--- config.mk ---
export PLATFORM = sky130hd
export DESIGN_NAME = clk_period_meter_flat
export DESIGN_NICKNAME = d
export VERILOG_FILES = /design/src/rtl/clk_period_meter_if.sv /design/src/rtl/clk_period_meter.sv /design/src/flat_wrapper.sv
export SDC_FILE = /design/constraint.sdc
export NUM_CORES = 1
export LEC_CHECK = 0
export CORE_AREA = 2 2 73 82
export DETAILED_ROUTE_END_ITERATION = 8
export DIE_AREA = 0 0 75 84
export PLACE_DENSITY_LB_ADDON = 0.15
export SLEW_MARGIN = 5
export SYNTH_ARGS = -nofsm -noshare
export SYNTH_HDL_FRONTEND = slang
export SYNTH_SLANG_ARGS = --single-unit
--- constraint.sdc ---
create_clock -name clk_50mhz -period 2.9 [get_ports clk_50mhz]
set_input_delay 0.435 -clock clk_50mhz [delete_from_list [all_inputs] [get_ports clk_50mhz]]
set_output_delay 0.435 -clock clk_50mhz [all_outputs]
set_load 0.1 [all_outputs]
--- src/rtl/clk_period_meter_if.sv ---
// Measurement result bus of clk_period_meter: the meter drives results, the consumer drives meas_ack.
interface clk_period_meter_if #(
  parameter int unsigned CNT_W = 26
);
  logic             meas_ack;
  logic [CNT_W-1:0] meas_period;
  logic [CNT_W-1:0] meas_high;
  logic             meas_valid;
  logic             overrun;
  logic             stalled;

  modport master (
    input  meas_ack,
    output meas_period, meas_high, meas_valid, overrun, stalled
  );

  modport slave (
    output meas_ack,
    input  meas_period, meas_high, meas_valid, overrun, stalled
  );
endinterface

--- src/rtl/clk_period_meter.sv ---
// Measures period and high time of an asynchronous input in clk_50mhz cycles.
// Define METER_DUTY_EN to build the high-time counter; otherwise meas_high is tied to 0.
module clk_period_meter #(
  parameter int unsigned CNT_W = 26
) (
  input  logic                clk_50mhz,
  input  logic                rst,
  input  logic                clk_in,
  clk_period_meter_if.master  meas
);

  localparam logic [0:0] ARM = 1'b0;
  localparam logic [0:0] RUN = 1'b1;

  logic             s1, s2, s3;
  logic [0:0]       state;
  logic [CNT_W-1:0] per_cnt;
  logic [CNT_W-1:0] meas_period_q;
  logic             valid_q;
  logic             overrun_q;
  logic             stalled_q;
  logic             rise;
  logic             load;
  logic             sat;

  assign rise = s2 & ~s3;
  assign load = (state == RUN) && rise;
  // Saturation freezes everything, including a pending ack, until the next arm.
  assign sat  = (state == RUN) && !rise && (per_cnt == '1);

  always_ff @(posedge clk_50mhz) begin
    if (rst) begin
      s1            <= 1'b0;
      s2            <= 1'b0;
      s3            <= 1'b0;
      state         <= ARM;
      per_cnt       <= '0;
      meas_period_q <= '0;
      valid_q       <= 1'b0;
      overrun_q     <= 1'b0;
      stalled_q     <= 1'b0;
    end else begin
      s1 <= clk_in;
      s2 <= s1;
      s3 <= s2;

      case (state)
        ARM: begin
          if (rise) begin
            per_cnt <= CNT_W'(1);
            state   <= RUN;
          end
        end
        default: begin
          if (rise) begin
            meas_period_q <= per_cnt;
            per_cnt       <= CNT_W'(1);
            stalled_q     <= 1'b0;
            if (valid_q && !meas.meas_ack)
              overrun_q <= 1'b1;
          end else if (sat) begin
            state     <= ARM;
            stalled_q <= 1'b1;
          end else begin
            per_cnt <= per_cnt + CNT_W'(1);
          end
        end
      endcase

      if (load)
        valid_q <= 1'b1;
      else if (valid_q && meas.meas_ack && !sat)
        valid_q <= 1'b0;
    end
  end

`ifdef METER_DUTY_EN
  logic [CNT_W-1:0] hi_cnt;
  logic [CNT_W-1:0] meas_high_q;

  always_ff @(posedge clk_50mhz) begin
    if (rst) begin
      hi_cnt      <= '0;
      meas_high_q <= '0;
    end else if (state == ARM) begin
      if (rise)
        hi_cnt <= CNT_W'(1);
    end else if (rise) begin
      meas_high_q <= hi_cnt;
      hi_cnt      <= CNT_W'(1);
    end else if (!sat) begin
      hi_cnt <= hi_cnt + CNT_W'(s2);
    end
  end

  assign meas.meas_high = meas_high_q;
`else
  assign meas.meas_high = '0;
`endif

  assign meas.meas_period = meas_period_q;
  assign meas.meas_valid  = valid_q;
  assign meas.overrun     = overrun_q;
  assign meas.stalled     = stalled_q;

endmodule

--- src/flat_wrapper.sv ---
// flat-port wrapper written by rule: the top's interface ports become plain ports
module clk_period_meter_flat 
#(
  parameter int unsigned CNT_W = 26
)
  (clk_50mhz, rst, clk_in, meas_meas_ack, meas_meas_period, meas_meas_high, meas_meas_valid, meas_overrun, meas_stalled);
  clk_period_meter_if #(.CNT_W(CNT_W)) meas_i ();
  input  logic clk_50mhz;
  input  logic rst;
  input  logic clk_in;
  input wire logic [$bits(meas_i.meas_ack)-1:0] meas_meas_ack;
  output wire logic [$bits(meas_i.meas_period)-1:0] meas_meas_period;
  output wire logic [$bits(meas_i.meas_high)-1:0] meas_meas_high;
  output wire logic [$bits(meas_i.meas_valid)-1:0] meas_meas_valid;
  output wire logic [$bits(meas_i.overrun)-1:0] meas_overrun;
  output wire logic [$bits(meas_i.stalled)-1:0] meas_stalled;
  assign meas_i.meas_ack = meas_meas_ack;
  assign meas_meas_period = meas_i.meas_period;
  assign meas_meas_high = meas_i.meas_high;
  assign meas_meas_valid = meas_i.meas_valid;
  assign meas_overrun = meas_i.overrun;
  assign meas_stalled = meas_i.stalled;
  clk_period_meter #(.CNT_W(CNT_W)) u_core (.clk_50mhz(clk_50mhz), .rst(rst), .clk_in(clk_in), .meas(meas_i));
endmodule
==> key figures, run 1 <==
Synth
  • Synth area leaders: dfxtp_1 45%, nand2_1 9.1%, buf_4 7.4%, a21oi_1 6.1%, xnor2_1 6.0%
  • Total number of yosys warnings: 0
  • Yosys cell types: 37
  • Cell count after synthesis: 318
  • Synth Register Bits: 59
  • Area fraction of the dominant cell type after synthesis: 0.448
  • Syn Std Cell Area: 2630 sq um
  • Yosys top cell by area: dfxtp_1
  • Synth Area per Inst: 8.28 sq um
  • Sequential-to-total area share from yosys stat: 0.448

GRT
  • Initial antenna violation count: 0
  • Overflow after GRT: 0
  • Vias in the first global route: 1764
  • All-Layer GR Usage: 0.170
  • First-pass GRT wire length: 8270 microns
  • Largest net degree at the start of global routing: 36

Min path
  • Hold depth: 2
  • Hold path start: u_core.meas.meas_period[22]
  • Hold Path Class: register to register
  • Hold endpoint: u_core.meas.meas_period[22]

Worst setup path
  • Critical path arrival: 2620 ps
  • Worst R2R Setup Slack: 540 ps
  • Worst Path Max Fanout: 10
  • Crit path capture type: register
  • Reg2reg end: u_core.per_cnt[22]
  • Worst EP required: 3170 ps
  • Worst setup SP type: register
  • Setup CP Type: register to register
  • R2R cell count: 5
  • R2R Path Start: u_core.per_cnt[2]

Drt
  • Routed WL per cell: 11.6 microns
  • Drt initial violations: 72
  • Wirelength, routed: 4990 microns
  • Vias: 2069
  • Vias per cell: 4.80
  • Antenna viol nets, final: 0
  • DRC errors left: 0
  • Drt pass-1 iters: 4

Floorplan
  • Die footprint: 6300 sq um
  • FP Rows: 29
  • Die width: 75 microns
  • Core box area: 5550 sq um
  • Chip Height: 84 microns
  • Starting Density: 0.474
  • # IOs: 59

Timing
  • Minimum clock period: 2360 ps
  • Peak Freq: 425 MHz
  • Layout Skew: 5.03 ps
  • Final Slew Violations: 0
  • Setup violators final: 0
  • Final hold vios: 0
  • Final setup TNS: 0 ps
  • PnR worst setup slack: 545 ps
  • WHS: 454 ps
  • RSZ-0062 raised after global routing: no
  • Slew @ Worst Pin: 896 ps
  • Relative slew margins: 0.401
  • Fin crit share: 0.812

Clock network
  • H-tree levels: 3
  • Root Buffer: clkbuf_8
  • CTS Buf Count: 9
  • Cts hold-fix bufs: 0
  • Post-CTS sizing: 0
  • CTS tree: yes
  • CTS Buffer Depth: 2
  • Post CTS Setup Buffer Count: 0
  • Clk Latency, worst-skew pair: 340 ps
  • TritonCTS Sinks: 59
  • Worst-path clk slew: 60 ps

Pwr
  • Switching share of power: 0.284
  • Reg power frac: 0.474
  • Internal power: 1240 uW
  • Leak: 0.00110 uW
  • Clock Power Share: 0.422
  • Combinational share of power: 0.104
  • Cell area power density: 565 nW/um^2
  • Total net switching power: 491 uW
  • VDD IR-drop max: 0.381 mV

Status
  • Status: completed

Placed design
  • Dpl hpwl: 3470 microns
  • Dpl ws: 539 ps
  • Number of port buffers: 32
  • RePlAce Congestion: 0.845
  • Cells after DPL: 415

Flow run
  • Max Cap Violations: 0

Final layout
  • Nets: 355
  • Share of cells above drive strength 1: 0.164
  • Area Growth Syn to Fin: 16.2%
  • Area of the multi-input gates: 1280 sq um
  • Fill count: 559
  • Ant. Diodes: 0
  • Non-Filler Instances: 431
  • Register Area: 1180 sq um
==> cell usage after synthesis <==
cell type  count
nand2_1       64
dfxtp_1       59
a21oi_1       32
buf_4         26
nor2_1        23
xnor2_1       18
clkbuf_1      15
nor4_1         8
a211oi_1       7
nand3_1        7
a2111oi_0      6
nor3_1         6
inv_1          5
nand4_1        5
nor2b_1        5
or4_1          4
a31oi_1        2
ha_1           2
nand2b_1       2
nor4b_1        2
o21ai_0        2
or3_1          2
xor2_1         2
a21bo_2        1
a21o_1         1
and2_1         1
and3_1         1
and3b_1        1
and4b_1        1
buf_1          1
clkbuf_2       1
conb_1         1
mux2i_1        1
nand4_4        1
or2_2          1
or3_2          1
or4_4          1
==> kinds of logic (layout without fill, tap and decap cells) <==
group | Yosys count | in the layout | share of synthesized area
AO/OA/AOI/OAI | 51 | 51 | 0.116
XOR/XNOR | 20 | 20 | 0.0665
adder cells (fa/ha/maj) | 2 | 2 | 0.00950
buffers and inverters | 48 | 59 | 0.106
flip-flops | 59 | 59 | 0.448
multiplexers | 1 | 1 | 0.00380
other | 1 | 26 | 0.00142
AND/OR/NAND/NOR | 136 | 136 | 0.248
==> worst max path at each step <==
stage / from / endpoint / slack, ps
after floorplan: u_core.per_cnt[2] / u_core.per_cnt[22] / 730
after global placement: u_core.per_cnt[2] / u_core.per_cnt[20] / 630
after detailed placement: u_core.per_cnt[2] / u_core.per_cnt[22] / 540
after CTS: u_core.per_cnt[2] / u_core.per_cnt[22] / 540
after global routing: u_core.per_cnt[6] / u_core.per_cnt[20] / 460
final: u_core.per_cnt[2] / u_core.per_cnt[22] / 540
==> state kept, by name (all words and copies together), names as in the netlist <==
register,cells
u_core.meas.overrun,1
u_core.s2,1
u_core.meas.meas_valid,1
u_core.meas.stalled,1
u_core.per_cnt,26
u_core.s3,1
u_core.meas.meas_period,26
u_core.s1,1
u_core.state,1
==> area by class of cell <==
cell class	count	area share
multi-input cells	236	0.418
repair buffers	38	0.0956
flip-flops and latches	59	0.386
clock buffers	10	0.0450
clock inverters	6	0.0180
well taps	77	0.0315
inverters	5	0.00613
==> cell usage in the layout, fill, tap and decap left out, drive strengths merged <==
cell and instances:
a2111oi 6, a211oi 7, a21bo 1, a21o 1
a21oi 32, a31oi 2, and2 1, and3 1
and3b 1, and4b 1, buf 35, bufinv 1
clkbuf 10, clkdlybuf4s50 3, clkinv 5, conb 26
dfxtp 59, ha 2, inv 5, mux2i 1
nand2 64, nand2b 2, nand3 7, nand4 6
nor2 23, nor2b 5, nor3 6, nor4 8
nor4b 2, o21ai 2, or2 1, or3 3
or4 5, xnor2 18, xor2 2
==> routing by layer <==
layer | vias up | wire [microns] | track usage
met3 | 6 | 187 | 0.0592
li1 | 1093 | - | -
met4 | 0 | 82 | 0.0682
met1 | 940 | 2340 | 0.220
met2 | 30 | 2370 | 0.254
met5 | - | 0 | 0
==> power by group through the flow <==
stage	clock (uW)	sequential (uW)	combinational (uW)
after floorplan	0	836	197
after global placement	0	838	180
after detailed placement	0	838	180
after CTS	751	819	180
after global routing	784	820	187
final	729	820	181
==> through the flow <==
| stage | instance area (sq um) | utilization | total power, uW |
|---|---|---|---|
| 6_report | 3060 | 0.551 | 1730 |
| 5_1_grt | 3060 | 0.551 | 1790 |
| 3_5_place_dp | 2870 | 0.517 | 1020 |
| 3_3_place_gp | 2870 | 0.517 | 1020 |
| 2_1_floorplan | 2730 | - | 1030 |
| 4_1_cts | 3060 | 0.551 | 1750 |
==> worst max-delay path: stages (launching register included) <==
cell,delay (ps)
dfxtp_1,460
nand4_4,180
or4_1,700
or4_4,480
or3_1,320
a21oi_1,150
(Power assumes the default switching activity.)
==> inputs of run 2 (changes only) <==
==> constraint.sdc (replaced) <==
create_clock -name clk_50mhz -period 2.3 [get_ports clk_50mhz]
set_input_delay 0.345 -clock clk_50mhz [delete_from_list [all_inputs] [get_ports clk_50mhz]]
set_output_delay 0.345 -clock clk_50mhz [all_outputs]
set_load 0.1 [all_outputs]
==> key figures, run 2 (synthesis gave the netlist of run 1 again) <==
Clock network
  • CTS Buf Count: 9 (unchanged)
  • Post-CTS sizing: 0 (unchanged)
  • Worst-path clk slew: 60 ps (about the same)
  • CTS tree: yes (unchanged)
  • Root Buffer: clkbuf_8 (unchanged)
  • Clk Latency, worst-skew pair: 330 ps (was 340 ps)
  • H-tree levels: 3 (unchanged)
  • Cts hold-fix bufs: 0 (unchanged)
  • TritonCTS Sinks: 59 (unchanged)
  • CTS Buffer Depth: 2 (unchanged)
  • Post CTS Setup Buffer Count: 0 (unchanged)

Floorplan
  • Starting Density: 0.474 (unchanged)
  • Die width: 75 microns (unchanged)
  • Core box area: 5550 sq um (unchanged)
  • FP Rows: 29 (unchanged)
  • Chip Height: 84 microns (unchanged)
  • # IOs: 59 (unchanged)
  • Die footprint: 6300 sq um (unchanged)

Timing
  • Setup violators final: 0 (unchanged)
  • Final Slew Violations: 0 (unchanged)
  • Relative slew margins: 0.615 (was 0.401)
  • Slew @ Worst Pin: 562 ps (was 896 ps)
  • Final hold vios: 0 (unchanged)
  • Fin crit share: 0.943 (was 0.812)
  • Layout Skew: 7.48 ps (was 5.03 ps)
  • Minimum clock period: 2170 ps (was 2360 ps)
  • RSZ-0062 raised after global routing: no (unchanged)
  • Final setup TNS: 0 ps (unchanged)
  • WHS: 450 ps (was 454 ps)
  • Peak Freq: 461 MHz (was 425 MHz)

Drt
  • Wirelength, routed: 5140 microns (was 4990 microns)
  • Vias: 2145 (was 2069)
  • Vias per cell: 4.88 (was 4.80)
  • Drt pass-1 iters: 4 (unchanged)
  • DRC errors left: 0 (unchanged)
  • Routed WL per cell: 11.7 microns (was 11.6 microns)
  • Drt initial violations: 90 (was 72)
  • Antenna viol nets, final: 0 (unchanged)

GRT
  • Overflow after GRT: 0 (unchanged)
  • Vias in the first global route: 1861 (was 1764)
  • Largest net degree at the start of global routing: 26 (was 36)
  • Initial antenna violation count: 0 (unchanged)
  • First-pass GRT wire length: 8590 microns (was 8270 microns)
  • All-Layer GR Usage: 0.177 (was 0.170)

Pwr
  • Total net switching power: 596 uW (was 491 uW)
  • Combinational share of power: 0.108 (was 0.104)
  • Leak: 0.00114 uW (was 0.00110 uW)
  • Switching share of power: 0.283 (was 0.284)
  • Reg power frac: 0.490 (was 0.474)
  • Final Total Pwr: 2110 uW (was 1730 uW)
  • Clock Power Share: 0.401 (was 0.422)
  • VDD IR-drop max: 0.418 mV (was 0.381 mV)
  • Cell area power density: 675 nW/um^2 (was 565 nW/um^2)
  • Internal power: 1510 uW (was 1240 uW)

Worst setup path
  • Critical path arrival: 2430 ps (was 2620 ps)
  • Setup CP Type: register to register (unchanged)
  • Worst EP required: 2560 ps (was 3170 ps)
  • Worst Path Max Fanout: 5 (was 10)
  • Crit path capture type: register (unchanged)
  • Worst setup SP type: register (unchanged)

Placed design
  • RePlAce Congestion: 0.867 (was 0.845)
  • Number of port buffers: 32 (unchanged)
  • Dpl hpwl: 3740 microns (was 3470 microns)

Min path
  • Hold Path Class: register to register (unchanged)

Status
  • Status: completed (unchanged)

Final layout
  • Share of cells above drive strength 1: 0.182 (was 0.164)
  • Most common cell after layout, fill and taps aside: nand2_1 (unchanged)
  • Ant. Diodes: 0 (unchanged)
  • Most frequent cells in the layout: 64 x nand2_1, 59 x dfxtp_1, 45 x buf_4, 32 x a21oi_1, 26 x conb_1 (was 64 x nand2_1, 59 x dfxtp_1, 35 x buf_4, 32 x a21oi_1, 26 x conb_1)
  • Area Growth Syn to Fin: 18.6% (was 16.2%)
  • Nets: 365 (was 355)
  • Fill count: 549 (was 559)

Flow run
  • Max Cap Violations: 0 (unchanged)
## run 2: cell types whose count changed in the layout (fill, tap and decap cells not counted), sizes merged
| cell | previous run | this run |
|---|---|---|
| buf | 35 | 45 |
| clkbuf | 10 | 13 |
| clkinv | 5 | 2 |
| bufinv | 1 | 0 |
## run 2: power groups by stage
stage                     Combinational [uW]  Clock, uW  Sequential [uW]
after floorplan                          249          0             1050
after global placement                   228          0             1060
after detailed placement                 229          0             1060
after CTS                                229        876             1030
after global routing                     237        923             1030
final                                    229        847             1030
## run 2: final timing paths
| path | slack (ps) | from | cells past startpoint | end |
|---|---|---|---|---|
| max reg2reg | 130 | u_core.per_cnt[3] | 5 | u_core.per_cnt[22] |
| max | 130 | u_core.per_cnt[3] | 5 | u_core.per_cnt[22] |
| min | 450 | u_core.meas.meas_period[23] | 2 | u_core.meas.meas_period[23] |
| min reg2reg | 450 | u_core.meas.meas_period[23] | 2 | u_core.meas.meas_period[23] |
## run 2: per-layer routing
layer / track usage / routed length, microns
met5: 0 / 0
met4: 0.0812 / 114
met1: 0.227 / 2330
met3: 0.0568 / 209
met2: 0.266 / 2490
## run 2: worst max-delay path, cell delays in order (launching register included)
cell	delay [ps]
dfxtp_1	440
nand4_4	120
or4_1	630
or4_4	460
or3_1	310
a21oi_1	140
## run 2: area by class of cell
type,instances,area (sq um),area share
clock buffers,13,169,0.0541
flip-flops and latches,59,1180,0.378
inverters,5,18.8,0.00601
clock inverters,2,10.0,0.00321
repair buffers,48,368,0.118
multi-input cells,236,1280,0.410
well taps,77,96.3,0.0308
## run 2: per-stage QoR
step,utilization,worst slack (ps),area [sq um],std cells
4_1_cts,0.563,122,3120,440
3_3_place_gp,0.530,174,2940,425
6_report,0.563,131,3120,440
3_5_place_dp,0.530,146,2940,425
5_1_grt,0.563,17.8,3120,440
2_1_floorplan,-,135,2730,343
==> inputs of run 3 (changes only) <==
--- a/config.mk
+++ b/config.mk
@@ -5,9 +5,11 @@
 export SDC_FILE = /design/constraint.sdc
 export NUM_CORES = 1
 export LEC_CHECK = 0
-export CORE_AREA = 2 2 73 82
+export ABC_AREA = 1
+export CAP_MARGIN = 10
+export CORE_AREA = 2 2 78 87
 export DETAILED_ROUTE_END_ITERATION = 8
-export DIE_AREA = 0 0 75 84
+export DIE_AREA = 0 0 80 89
 export PLACE_DENSITY_LB_ADDON = 0.15
 export SLEW_MARGIN = 5
 export SYNTH_ARGS = -nofsm -noshare
==> key figures, run 3 <==
Clock network
  • TritonCTS Sinks: 59 (unchanged)
  • Worst-path clk slew: 60 ps (about the same)
  • Cts hold-fix bufs: 0 (unchanged)
  • CTS tree: yes (unchanged)
  • Root Buffer: clkbuf_8 (unchanged)
  • Clk Latency, worst-skew pair: 340 ps (was 330 ps)
  • H-tree levels: 3 (unchanged)
  • CTS Buf Count: 9 (unchanged)
  • Post-CTS sizing: 0 (unchanged)
  • CTS Buffer Depth: 2 (unchanged)
  • Post CTS Setup Buffer Count: 0 (unchanged)

Final layout
  • Most frequent cells in the layout: 111 x nand2_1, 80 x nor2_1, 59 x dfxtp_1, 47 x inv_1, 36 x buf_4 (was 64 x nand2_1, 59 x dfxtp_1, 45 x buf_4, 32 x a21oi_1, 26 x conb_1)
  • Area Growth Syn to Fin: 12.8% (was 18.6%)
  • Ant. Diodes: 0 (unchanged)
  • Non-Filler Instances: 591 (was 440)
  • Most common cell after layout, fill and taps aside: nand2_1 (unchanged)
  • Nets: 513 (was 365)
  • Share of cells above drive strength 1: 0.127 (was 0.182)
  • Post-route cell area: 3550 sq um (was 3120 sq um)

Timing
  • Peak Freq: 548 MHz (was 461 MHz)
  • Final Slew Violations: 0 (unchanged)
  • Setup violators final: 0 (unchanged)
  • WHS: 408 ps (was 450 ps)
  • Layout Skew: 4.95 ps (was 7.48 ps)
  • Final hold vios: 0 (unchanged)
  • Final setup TNS: 0 ps (unchanged)
  • Minimum clock period: 1820 ps (was 2170 ps)
  • RSZ-0062 raised after global routing: no (unchanged)
  • Fin crit share: 0.793 (was 0.943)

Worst setup path
  • Critical path arrival: 2110 ps (was 2430 ps)
  • Critical path cell sequence: ha_1, nand3_1, inv_1, nand2_4, nor2_4, nand3_4, nand2_4, inv_4, nand2_1, nand2_1, nor2_1 (was nand4_4, or4_1, or4_4, or3_1, a21oi_1)
  • CP max stage cell: dfxtp_1 (was or4_1)
  • Setup CP Type: register to register (unchanged)
  • Crit path capture type: register (unchanged)
  • CP peak stage delay: 440 ps (was 630 ps)
  • Worst setup SP type: register (unchanged)
  • Worst path bufs/invs: 2 (was 0)
  • Worst EP required: 2580 ps (was 2560 ps)
  • Worst Path Max Fanout: 21 (was 5)
  • Critical path's top delay family: simple AND/OR/NAND/NOR gates (unchanged)

Synth
  • Synth Area per Inst: 6.60 sq um (was 8.28 sq um)
  • Syn Std Cell Area: 3150 sq um (was 2630 sq um)
  • Sequential-to-total area share from yosys stat: 0.375 (was 0.448)
  • Most frequent cell after synthesis: nand2_1 (unchanged)
  • Synth area leaders: dfxtp_1 38%, nand2_1 13%, nor2_1 9.7%, buf_4 6.2%, inv_1 5.6% (was dfxtp_1 45%, nand2_1 9.1%, buf_4 7.4%, a21oi_1 6.1%, xnor2_1 6.0%)
  • Post-synth EDFFs: 0 (unchanged)
  • Yosys cell types: 31 (was 37)
  • Post-synth top flop: dfxtp_1 (unchanged)
  • Yosys top cell by area: dfxtp_1 (unchanged)
  • Area fraction of the dominant cell type after synthesis: 0.375 (was 0.448)
  • Synth Register Bits: 59 (unchanged)
  • Cell count after synthesis: 477 (was 318)
  • Total number of yosys warnings: 0 (unchanged)
  • Asr flop ratio synth: 0 (unchanged)
  • Commonest cells post-synth: 111 x nand2_1, 81 x nor2_1, 59 x dfxtp_1, 47 x inv_1, 33 x o21ai_0 (was 64 x nand2_1, 59 x dfxtp_1, 32 x a21oi_1, 26 x buf_4, 23 x nor2_1)

Drt
  • Vias per cell: 4.92 (was 4.88)
  • DRC errors left: 0 (unchanged)
  • Drt pass-1 iters: 4 (unchanged)
  • Wirelength, routed: 7540 microns (was 5140 microns)
  • Antenna viol nets, final: 0 (unchanged)
  • Drt initial violations: 170 (was 90)
  • Vias: 2910 (was 2145)
  • Routed WL per cell: 12.8 microns (was 11.7 microns)

Floorplan
  • Die footprint: 7120 sq um (was 6300 sq um)
  • Chip Height: 89 microns (was 84 microns)
  • # IOs: 59 (unchanged)
  • Starting Density: 0.511 (was 0.474)
  • Core box area: 6160 sq um (was 5550 sq um)
  • FP Rows: 30 (was 29)
  • Die width: 80 microns (was 75 microns)

GRT
  • All-Layer GR Usage: 0.230 (was 0.177)
  • Initial antenna violation count: 0 (unchanged)
  • Overflow after GRT: 0 (unchanged)
  • Vias in the first global route: 2829 (was 1861)
  • First-pass GRT wire length: 12600 microns (was 8590 microns)
  • Largest net degree at the start of global routing: 47 (was 26)

Min path
  • Hold Path Class: register to register (unchanged)

Pwr
  • Cell area power density: 676 nW/um^2 (was 675 nW/um^2)
  • Leak: 0.00154 uW (was 0.00114 uW)
  • VDD IR-drop max: 0.408 mV (was 0.418 mV)
  • Final Total Pwr: 2400 uW (was 2110 uW)

Flow run
  • Max Cap Violations: 0 (unchanged)

Placed design
  • Dpl cell area: 3350 sq um (was 2940 sq um)
  • Number of port buffers: 32 (unchanged)
  • RePlAce Congestion: 0.920 (was 0.867)
  • Cells after DPL: 576 (was 425)
  • Dpl hpwl: 5350 microns (was 3740 microns)

Status
  • Status: completed (unchanged)
run 3: area by class of cell:
cell class,count,area [sq um]
Clock inverter,4,50.0
Inverter,50,190
Tap cell,80,100
Sequential cell,59,1180
Clock buffer,11,151
Timing Repair Buffer,39,300
Multi-Input combinational cell,348,1580
Fill cell,617,2610
run 3: layer usage:
layer	track usage	wire length (microns)
met1	0.262	3320
met2	0.411	3680
met3	0.0495	355
met4	0.108	180
met5	0	0
run 3: logic make-up (layout without fill, tap and decap cells):
group	count (synthesis)	count (layout)	synth area share
flops	59	59	0.375
buf+inv	95	104	0.155
compound gates	67	67	0.108
xor+xnor	4	4	0.0111
fa+ha+maj	2	2	0.00795
simple gates	249	249	0.342
other cells	1	26	0.00119
run 3: final timing paths:
path,from,end,slack [ps],cells after the start
worst max register to register,u_core.per_cnt[0],u_core.per_cnt[19],480,11
worst min register to register,u_core.s1,u_core.s2,410,2
worst min-delay path,u_core.s1,u_core.s2,410,2
worst max-delay path,u_core.per_cnt[0],u_core.per_cnt[19],480,11
run 3: through the flow:
step	utilization	worst slack [ps]
finish	0.576	476
global route	0.576	229
CTS	0.576	465
detailed placement	0.544	492
global placement	0.544	562
floorplan	-	706
run 3: where the power goes:
group          internal, uW  switching [uW]
logic                  49.7             322
clock network           551             409
registers              1040            23.2
run 3: worst register-to-register path, delay by kind of cell (launching register included):
| family | cells | cell delay [ps] |
|---|---|---|
| DFF | 1 | 440 |
| and+or+nand+nor | 8 | 820 |
| buffers and inverters | 2 | 290 |
| adders and majority gates | 1 | 220 |
